**config.mk**
```make
export PLATFORM = sky130hd
export DESIGN_NAME = paddle_hit_ctrl
export DESIGN_NICKNAME = d
export VERILOG_FILES = /design/src/rtl/paddle_hit_ctrl.sv
export SDC_FILE = /design/constraint.sdc
export NUM_CORES = 1
export LEC_CHECK = 0
export ABC_CLOCK_PERIOD_IN_PS = 6070
export CORE_MARGIN = 2
export CORE_UTILIZATION = 62
export CTS_CLUSTER_DIAMETER = 30
export CTS_CLUSTER_SIZE = 28
export DETAILED_ROUTE_END_ITERATION = 10
export MAX_ROUTING_LAYER = met4
export PLACE_DENSITY_LB_ADDON = 0.12
export SLEW_MARGIN = 20
export SYNTH_ARGS = -nofsm -noshare
export SYNTH_HDL_FRONTEND = slang
export SYNTH_SLANG_ARGS = --single-unit
```
**constraint.sdc**
```tcl
create_clock -name clk -period 6.07 [get_ports clk]
set_input_delay 0.9105 -clock clk [delete_from_list [all_inputs] [get_ports clk]]
set_output_delay 0.9105 -clock clk [all_outputs]
set_load 0.005 [all_outputs]
```
**src/rtl/paddle_hit_ctrl.sv**
```systemverilog
// ---------------------------------------------------------------------------
// paddle_hit_ctrl
//
// Turns four raw push buttons into two rate-limited paddle positions and
// compares them with the current ball coordinates. It produces the
// registered hit levels that the ball mover samples on each ball step. It
// also produces one-cycle miss pulses for the scorekeeper.
//
// Optional feature macro: PADDLE_AI_RIGHT_EN
//   defined   : the right paddle follows ball_y on its own. The right
//               buttons are ignored and their synchronizers and debouncers
//               are not built.
//   undefined : the right paddle is button-driven, the same as the left.
//
// Parameters
//   PADDLE_H         paddle height in rows (1..8)
//   DEBOUNCE_CYCLES  consecutive stable cycles before a button change is
//                    accepted (>=2)
//   MOVE_DIV         clk cycles per paddle move tick (>=2)
//   Y_MIN, Y_MAX     topmost / bottommost playable row
//
// Ports
//   clk                   system clock
//   reset                 asynchronous, active-low reset
//   btn_l_up, btn_l_dn    raw left-paddle buttons (async, active-high)
//   btn_r_up, btn_r_dn    raw right-paddle buttons (async, active-high)
//   ball_x [5:0]          ball column 0..63
//   ball_y [4:0]          ball row 0..31
//   left_top  [4:0]       top row of the left paddle
//   right_top [4:0]       top row of the right paddle
//   hit_left              ball at column 1 inside the left paddle span
//   hit_right             ball at column 62 inside the right paddle span
//   miss_left             one-cycle pulse when ball_x enters column 0
//   miss_right            one-cycle pulse when ball_x enters column 63
// ---------------------------------------------------------------------------
module paddle_hit_ctrl #(
    parameter int PADDLE_H        = 4,
    parameter int DEBOUNCE_CYCLES = 16,
    parameter int MOVE_DIV        = 250000,
    parameter int Y_MIN           = 1,
    parameter int Y_MAX           = 30
) (
    input  logic       clk,
    input  logic       reset,
    input  logic       btn_l_up,
    input  logic       btn_l_dn,
    input  logic       btn_r_up,
    input  logic       btn_r_dn,
    input  logic [5:0] ball_x,
    input  logic [4:0] ball_y,
    output logic [4:0] left_top,
    output logic [4:0] right_top,
    output logic       hit_left,
    output logic       hit_right,
    output logic       miss_left,
    output logic       miss_right
);

    // Counter widths and the constants used at the span width. Bottom-row
    // arithmetic uses 6 bits so that top+PADDLE_H-1 cannot wrap.
    localparam int DB_W = $clog2(DEBOUNCE_CYCLES);
    localparam int MV_W = $clog2(MOVE_DIV);

    localparam logic [DB_W-1:0] DB_LAST = DB_W'(DEBOUNCE_CYCLES - 1);
    localparam logic [MV_W-1:0] MV_LAST = MV_W'(MOVE_DIV - 1);

    localparam logic [5:0] YMIN6   = 6'(Y_MIN);
    localparam logic [5:0] YMAX6   = 6'(Y_MAX);
    localparam logic [5:0] SPAN_M1 = 6'(PADDLE_H - 1);
    localparam logic [4:0] TOP_RST = 5'((Y_MIN + Y_MAX + 1 - PADDLE_H) / 2);

    // -----------------------------------------------------------------------
    // Button set. Bit order: left up, left down, then right up, right down
    // when the right paddle is button-driven.
    // -----------------------------------------------------------------------
`ifdef PADDLE_AI_RIGHT_EN
    localparam int NBTN = 2;
    logic [NBTN-1:0] btn_raw;
    logic            unused_right_btns;

    assign btn_raw           = {btn_l_dn, btn_l_up};
    assign unused_right_btns = btn_r_up | btn_r_dn;
`else
    localparam int NBTN = 4;
    logic [NBTN-1:0] btn_raw;

    assign btn_raw = {btn_r_dn, btn_r_up, btn_l_dn, btn_l_up};
`endif

    logic [NBTN-1:0] sync_p0;
    logic [NBTN-1:0] sync_p1;
    logic [NBTN-1:0] db;
    logic [DB_W-1:0] db_cnt [NBTN];

    // ---- stage: two-flop synchronizer for the asynchronous buttons -------
    always_ff @(posedge clk or negedge reset) begin
        if (!reset) begin
            sync_p0 <= '0;
            sync_p1 <= '0;
        end else begin
            sync_p0 <= btn_raw;
            sync_p1 <= sync_p0;
        end
    end

    // ---- stage: debounce -------------------------------------------------
    // Each counter counts consecutive cycles where the synchronized level
    // disagrees with the accepted level. Agreement clears it. Reaching the
    // last count accepts the new level. A glitch therefore has to survive
    // DEBOUNCE_CYCLES cycles in a row to get through.
    always_ff @(posedge clk or negedge reset) begin
        if (!reset) begin
            db <= '0;
            for (int i = 0; i < NBTN; i++) begin
                db_cnt[i] <= '0;
            end
        end else begin
            for (int i = 0; i < NBTN; i++) begin
                if (sync_p1[i] == db[i]) begin
                    db_cnt[i] <= '0;
                end else if (db_cnt[i] == DB_LAST) begin
                    db[i]     <= ~db[i];
                    db_cnt[i] <= '0;
                end else begin
                    db_cnt[i] <= db_cnt[i] + DB_W'(1);
                end
            end
        end
    end

    // ---- stage: move tick ------------------------------------------------
    logic [MV_W-1:0] mv_cnt;
    logic            tick;

    assign tick = (mv_cnt == MV_LAST);

    always_ff @(posedge clk or negedge reset) begin
        if (!reset) begin
            mv_cnt <= '0;
        end else if (tick) begin
            mv_cnt <= '0;
        end else begin
            mv_cnt <= mv_cnt + MV_W'(1);
        end
    end

    // -----------------------------------------------------------------------
    // Paddle step helpers. Both keep the top inside
    // [Y_MIN, Y_MAX-PADDLE_H+1] by refusing a step that would leave the
    // playfield.
    // -----------------------------------------------------------------------
    function automatic logic [5:0] bottom_of(input logic [4:0] top);
        return {1'b0, top} + SPAN_M1;
    endfunction

    function automatic logic [4:0] button_step(input logic [4:0] top,
                                               input logic       up,
                                               input logic       dn);
        logic [4:0] nxt;
        nxt = top;
        if (up && !dn && ({1'b0, top} > YMIN6)) begin
            nxt = top - 5'd1;
        end else if (dn && !up && (bottom_of(top) < YMAX6)) begin
            nxt = top + 5'd1;
        end
        return nxt;
    endfunction

`ifdef PADDLE_AI_RIGHT_EN
    // Moves one row toward covering the ball row. It holds once the ball
    // row lies inside the paddle span.
    function automatic logic [4:0] track_step(input logic [4:0] top,
                                              input logic [4:0] row);
        logic [4:0] nxt;
        nxt = top;
        if ((row < top) && ({1'b0, top} > YMIN6)) begin
            nxt = top - 5'd1;
        end else if (({1'b0, row} > bottom_of(top)) && (bottom_of(top) < YMAX6)) begin
            nxt = top + 5'd1;
        end
        return nxt;
    endfunction
`endif

    logic [4:0] left_nxt;
    logic [4:0] right_nxt;

    assign left_nxt  = button_step(left_top, db[0], db[1]);
`ifdef PADDLE_AI_RIGHT_EN
    assign right_nxt = track_step(right_top, ball_y);
`else
    assign right_nxt = button_step(right_top, db[2], db[3]);
`endif

    // ---- stage: paddle position registers --------------------------------
    always_ff @(posedge clk or negedge reset) begin
        if (!reset) begin
            left_top  <= TOP_RST;
            right_top <= TOP_RST;
        end else if (tick) begin
            left_top  <= left_nxt;
            right_top <= right_nxt;
        end
    end

    // Hit tests use the top values present this cycle. A paddle step taken
    // on the same edge therefore shows up in the hit result one cycle later.
    logic in_left_span;
    logic in_right_span;

    assign in_left_span  = (ball_y >= left_top)  && ({1'b0, ball_y} <= bottom_of(left_top));
    assign in_right_span = (ball_y >= right_top) && ({1'b0, ball_y} <= bottom_of(right_top));

    // ---- stage: hit / miss registers -------------------------------------
    logic [5:0] prev_x;

    always_ff @(posedge clk or negedge reset) begin
        if (!reset) begin
            hit_left   <= 1'b0;
            hit_right  <= 1'b0;
            miss_left  <= 1'b0;
            miss_right <= 1'b0;
            prev_x     <= '0;
        end else begin
            hit_left   <= (ball_x == 6'd1)  && in_left_span;
            hit_right  <= (ball_x == 6'd62) && in_right_span;
            // Edge detect on column entry: one pulse even if the ball parks.
            miss_left  <= (ball_x == 6'd0)  && (prev_x != 6'd0);
            miss_right <= (ball_x == 6'd63) && (prev_x != 6'd63);
            prev_x     <= ball_x;
        end
    end

endmodule
```
* Word level (Yosys, flattened, before mapping)
Index checks and enable logic that the tools add are counted.
** Word-level totals
- Bits of input ports :: 17
- Register bits after elaboration :: 66
** Cells by class
- Bitwise operators :: 8
- $add $sub $neg :: 11
- Reduce and logical (&&, ||, !) cells :: 28
- Equality and inequality tests :: 13
- $lt $le $gt $ge :: 8
- Mux-type cells :: 13
** Operator list (count)
- 4-bit two-way mux :: 8
- 5-bit two-way mux :: 4
- 18-bit by 1-bit adder with 18-bit output, second input constant :: 1
- 18-bit == test, second input constant :: 1
- 18-bit two-way mux :: 1
- 4-bit by 1-bit adder with 4-bit output, second input constant :: 4
- 4-bit == test, second input constant :: 4
- 1-bit logical AND :: 14
- 5-bit by 2-bit adder with 6-bit output, second input constant :: 2
- 6-bit == test, second input constant :: 2
- 5-bit by 6-bit <= comparator with 1-bit output :: 2
- 6-bit by 5-bit less-than comparator with 1-bit output, second input constant :: 2
- 2-bit AND reduction :: 6
- 5-bit by 1-bit adder with 5-bit output, second input constant :: 2
- 5-bit greater-or-equal comparator :: 2
- 5-bit by 1-bit > comparator with 1-bit output, second input constant :: 2
- 5-bit by 1-bit subtractor with 5-bit output, second input constant :: 2
- 1-bit NOT :: 8
- 6-bit by 1-bit == test with 1-bit output, second input constant :: 1
- 6-bit zero test :: 1
- 6-bit != test, second input constant :: 1
- 6-bit nonzero test :: 1
- 1-bit == test :: 4
- 1-bit zero test :: 4
- 2-bit nonzero test :: 2

* Logic depth before layout (Yosys ltp)
- Word-level depth :: 5
- Mapped depth :: 9
- Mapped depth without buffers :: 9

* Least setup slack after synthesis
Ideal clock, no wire load.
- Kind :: register to register
- Start :: reg left_top[1]
- End :: reg hit_left
- Library setup time :: 0.130 ns
- Path slack :: 3.938 ns
- Cell stages (with the launch flop) :: 10
- Data arrival time :: 2.002 ns
- Cell sequence :: dfstp_2 > inv_1 > ha_1 > nor3_1 > xnor2_1 > ha_1 > and3_1 > a31o_2 > a21oi_1 > a211oi_1
** On the way
- Word-level cells in the longest chain between the ends :: 4
- Elaborated cells on any way between the ends :: 5
** RTL lines
- start, declared :: line 51 : output logic [4:0] left_top,
- start signal, assigned :: line 201 : left_top <= left_nxt;
- 5-bit by 2-bit adder with 6-bit output :: line 153 : return {1'b0, top} + SPAN_M1;
- 5-bit by 6-bit <= comparator with 1-bit output :: line 211 : assign in_left_span = (ball_y >= left_top) && ({1'b0, ball_y} <= bottom_of(left_top));
- 1-bit logical AND (*) :: line 211
- 1-bit logical AND (*) :: line 225 : hit_left <= (ball_x == 6'd1) && in_left_span;
- end signal, assigned :: line 225
- end, declared :: line 53 : output logic hit_left,
Every way passes the cells marked *; elsewhere a longest branch is shown, timed or not.
A chain may end at the register's enable or synchronous reset.

* Worst setup path in the final report
- Start :: reg right_top[1]
- End :: out right_top[1]
** RTL lines
- start, declared :: line 52 : output logic [4:0] right_top,
- start signal, assigned :: line 202 : right_top <= right_nxt;
No word-level cell between the ends.

==> results.txt <==
The number of antenna violations at the first check in global routing came out at 0. The flip-flop and latch count after synthesis was 66; the highest clock rate was 416 MHz. The synthesized netlist devotes 12.0% of its cell area to compound gates. Across every metal layer, demand over resource in global routing totals 24.4%. The logs give 3.14 mm for the met2 routed wirelength and 0.34 ns for the clock latency of the later-clocked register in the worst-skew pair. Adding up every negative setup slack in the final design gives 0 ns. The tool flagged a number of max-cap violations equal to 0. The number of different library cells used by synthesis comes to 44. Once placement completed, the tool counted placed cells totaling 427. Setup repair after global routing left no endpoint under its margin. On the final layout, the worst clock skew is 0.00909 ns.

The analysis attributes to cell leakage a power of 1.67 nW. Cell class contributing the biggest share of worst-path delay: flip-flops. The tree is rooted in a clkbuf_8. The run finished with clean final reports.

Total buffers and inverters traversed by the critical path: 1. The tools report the final net count as 414. Traced cell by cell, the critical path runs through clkdlybuf4s50_1. The H-tree depth was 3; the highest net fanout along the worst path was 9. In this run, CTS created clock tree buffers numbering 9. The first-pass GRT wire length was 11.6 mm; the sequential element share of the synthesized area was 47.5%. The logs give 31 for the number of top-level design ports and 0 for the remaining number of nets flagged by the antenna check after routing.

After synthesis, the largest family of logic cells by area is simple AND/OR/NAND/NOR gates. After detailed routing, the total wire length is 6.56 mm. In this run the vertical extent of the chip is 79.1 um. The filler cells instantiated in the layout total 411. Counting every sink on the clock net gives 66.

For the area used by sequential logic in the layout, the log shows 1660 um^2. The run gives 44.2% as the headroom to the max-slew limit. 0 antenna diodes ended up in the layout.

The setup fix buffers added after clock tree synthesis is 0, and the hold buffer count at CTS is 0. The area growth from synthesis to layout is 16.2%. In this run the horizontal extent of the chip is 79.1 um. The worst setup path is captured at a primary output.

Synthesis produced a netlist with a net count of 374. The congestion estimate from routability-driven global placement came to 0.911. The number of standard-cell rows in the floorplan was 27. The most used flip-flop cell after synthesis is dfrtp_1.

The largest single stage delay on the critical path is 0.63 ns. The number of gates resized after CTS was 0. The die covers 6260 um^2. The initial utilization of the core area, before any placement, comes to 63.9%.

The mux cell area share after synthesis works out to 1.29%. The port buffer count is 30, and the mapped cell area is 3500 um^2. The library cell used most frequently in the layout, excluding fill and tap cells, is dfrtp_1. The HPWL after detailed placement was 4.74 mm; the post-route DRC violation count was 0. Summing the areas of all fa, ha and maj instances in the mapped netlist gives 11.1% of the synthesized area.

The run gives 228 as the violation count after the first detailed-route iteration. The total count of hold-check failures in the final report was 0. Final global-route overflow total: 0.

On the critical path, the stage with the largest delay is an instance of dfstp_2. The XOR/XNOR share of the synthesized area was 9.02%; the number of iterations in the first detailed-routing pass was 4. Detailed routing placed a total of 169 um of wire on met3.

The max-slew violation total from the final report is 0. The async set or reset register ratio after synthesis came out at 100%. The tools report the startpoint class of the critical path as a flip-flop. For this block, the via count after detailed routing is 2,541.

In the layout the commonest cells are 60 x dfrtp_1, 31 x ha_1, 29 x clkdlybuf4s50_1. Dividing the final minimum period by the clock period gives 39.6%. The maximum number of pins on one net before global-route repair was 67.

Setup violations remaining at the end of the flow were counted as 0. Share of cells above drive strength 1: 9.97%. The uppermost metal layer occupied by signal nets is met4.

Clock-pin slew was measured on the worst setup and hold paths at 0.08 ns. In this run the power density over the cells is 218 nW/um^2. The average instance in the mapped netlist occupies 10.7 um^2.

Across the VDD grid, the largest voltage drop is 0.165 mV. The count of synthesis-stage warnings from yosys was 0; the routed wire length per instance was 14.8 um. The run gives 5470 um^2 as the core region area.

The longest clock path from root to sink contains 2 buffers. The number of global-route vias before repair was 2,584; the simple-gate share of the synthesized area was 16.1%. The tightest min-delay check is of the reg -> reg type.

At the worst endpoint, the required time is 5.16 ns. TritonCTS built the clock tree. For the pin with the worst max-slew slack, the measured transition is 0.831 ns.

The final period demand of the worst path came out at 2.40 ns. The worst path arrival time was 1.49 ns. The area of the multi-input gates is 1730 um^2, and the met1 routed wirelength after detailed routing is 3.12 mm. In the routed layout, each cell is associated on average with a via count of 5.74.

Synthesis produced 326 cells. The synthesized design contains 0 enable-type register cells. Start-to-end type of the worst setup path: reg -> out. After the flow finishes, the layout carries non-filler instances totaling 443.
==> flip-flops by register name, indices dropped and copies added, names as in the netlist <==
name	flops
db	4
db_cnt	16
hit_left	1
hit_right	1
left_top	5
miss_left	1
miss_right	1
mv_cnt	18
prev_x	6
right_top	5
sync_p0	4
sync_p1	4
==> cell usage after synthesis, types with 7 or more instances <==
library cell / instances / area (um^2)
a21oi_1: 21 / 105
and3_1: 7 / 43.8
dfrtp_1: 60 / 1500
ha_1: 31 / 388
inv_1: 17 / 63.8
nand2_1: 18 / 67.6
nand3_1: 12 / 60.1
nand4_1: 8 / 50.1
nor2_1: 16 / 60.1
nor2b_1: 7 / 43.8
o211ai_1: 10 / 75.1
o21ai_0: 12 / 60.1
xnor2_1: 26 / 228
xor2_1: 10 / 87.6
==> worst paths after layout <==
kind | cells after the start | endpoint | start | slack (ns)
min in group asynchronous | 2 | prev_x[1]$_DFF_PN0_ | reset | 0.72
max in group asynchronous | 2 | mv_cnt[16]$_DFF_PN0_ | reset | 4.80
min reg2reg | 0 | sync_p1[3]$_DFF_PN0_ | sync_p0[3]$_DFF_PN0_ | 0.36
max | 1 | right_top[1] | right_top[1]$_DFFE_PN1P_ | 3.67
min | 0 | sync_p1[3]$_DFF_PN0_ | sync_p0[3]$_DFF_PN0_ | 0.36
max reg2reg | 9 | hit_left$_DFF_PN0_ | left_top[1]$_DFFE_PN1P_ | 3.70
==> where the power goes <==
group | internal [mW] | switching (mW) | leakage [nW] | total, mW
combinational | 0.0254 | 0.0268 | 0.724 | 0.0522
clock | 0.193 | 0.181 | 0.100 | 0.374
sequential | 0.451 | 0.00927 | 0.843 | 0.460
total | 0.669 | 0.217 | 1.67 | 0.886
==> metal layers <==
layer	global-route usage, %	vias up
li1	-	1262
met1	31.7	1228
met2	37.9	40
met3	4.32	11
met4	10.9	0
met5	-	-
==> kinds of logic (layout without fill, tap and decap cells) <==
kind of cell / after synthesis / in the layout
adder cells (fa/ha/maj): 31 / 31
AND/OR/NAND/NOR: 101 / 101
buffers and inverters: 23 / 68
XOR/XNOR: 36 / 36
multiplexers: 4 / 4
flip-flops: 66 / 66
AO/OA/AOI/OAI: 65 / 65
==> final cells by class <==
cell class | count | share of cell area, %
Tap cell | 72 | 2.22
Clock buffer | 9 | 3.05
Timing Repair Buffer | 31 | 7.45
Inverter | 21 | 1.94
Multi-Input combinational cell | 237 | 42.6
Sequential cell | 66 | 40.8
Clock inverter | 7 | 1.91
==> metrics by stage <==
stage | utilization (%) | setup slack (ns) | power [mW] | area [um^2] | hold slack (ns)
floorplan | - | 3.94 | 0.491 | 3500 | 0.331
global placement | 70.6 | 3.46 | 0.518 | 3860 | 0.334
detailed placement | 70.6 | 3.42 | 0.521 | 3860 | 0.339
CTS | 74.3 | 3.65 | 0.896 | 4060 | 0.357
global route | 74.3 | 3.50 | 0.923 | 4060 | 0.366
finish | 74.3 | 3.67 | 0.886 | 4060 | 0.355
Power figures use the tool's default switching activity.
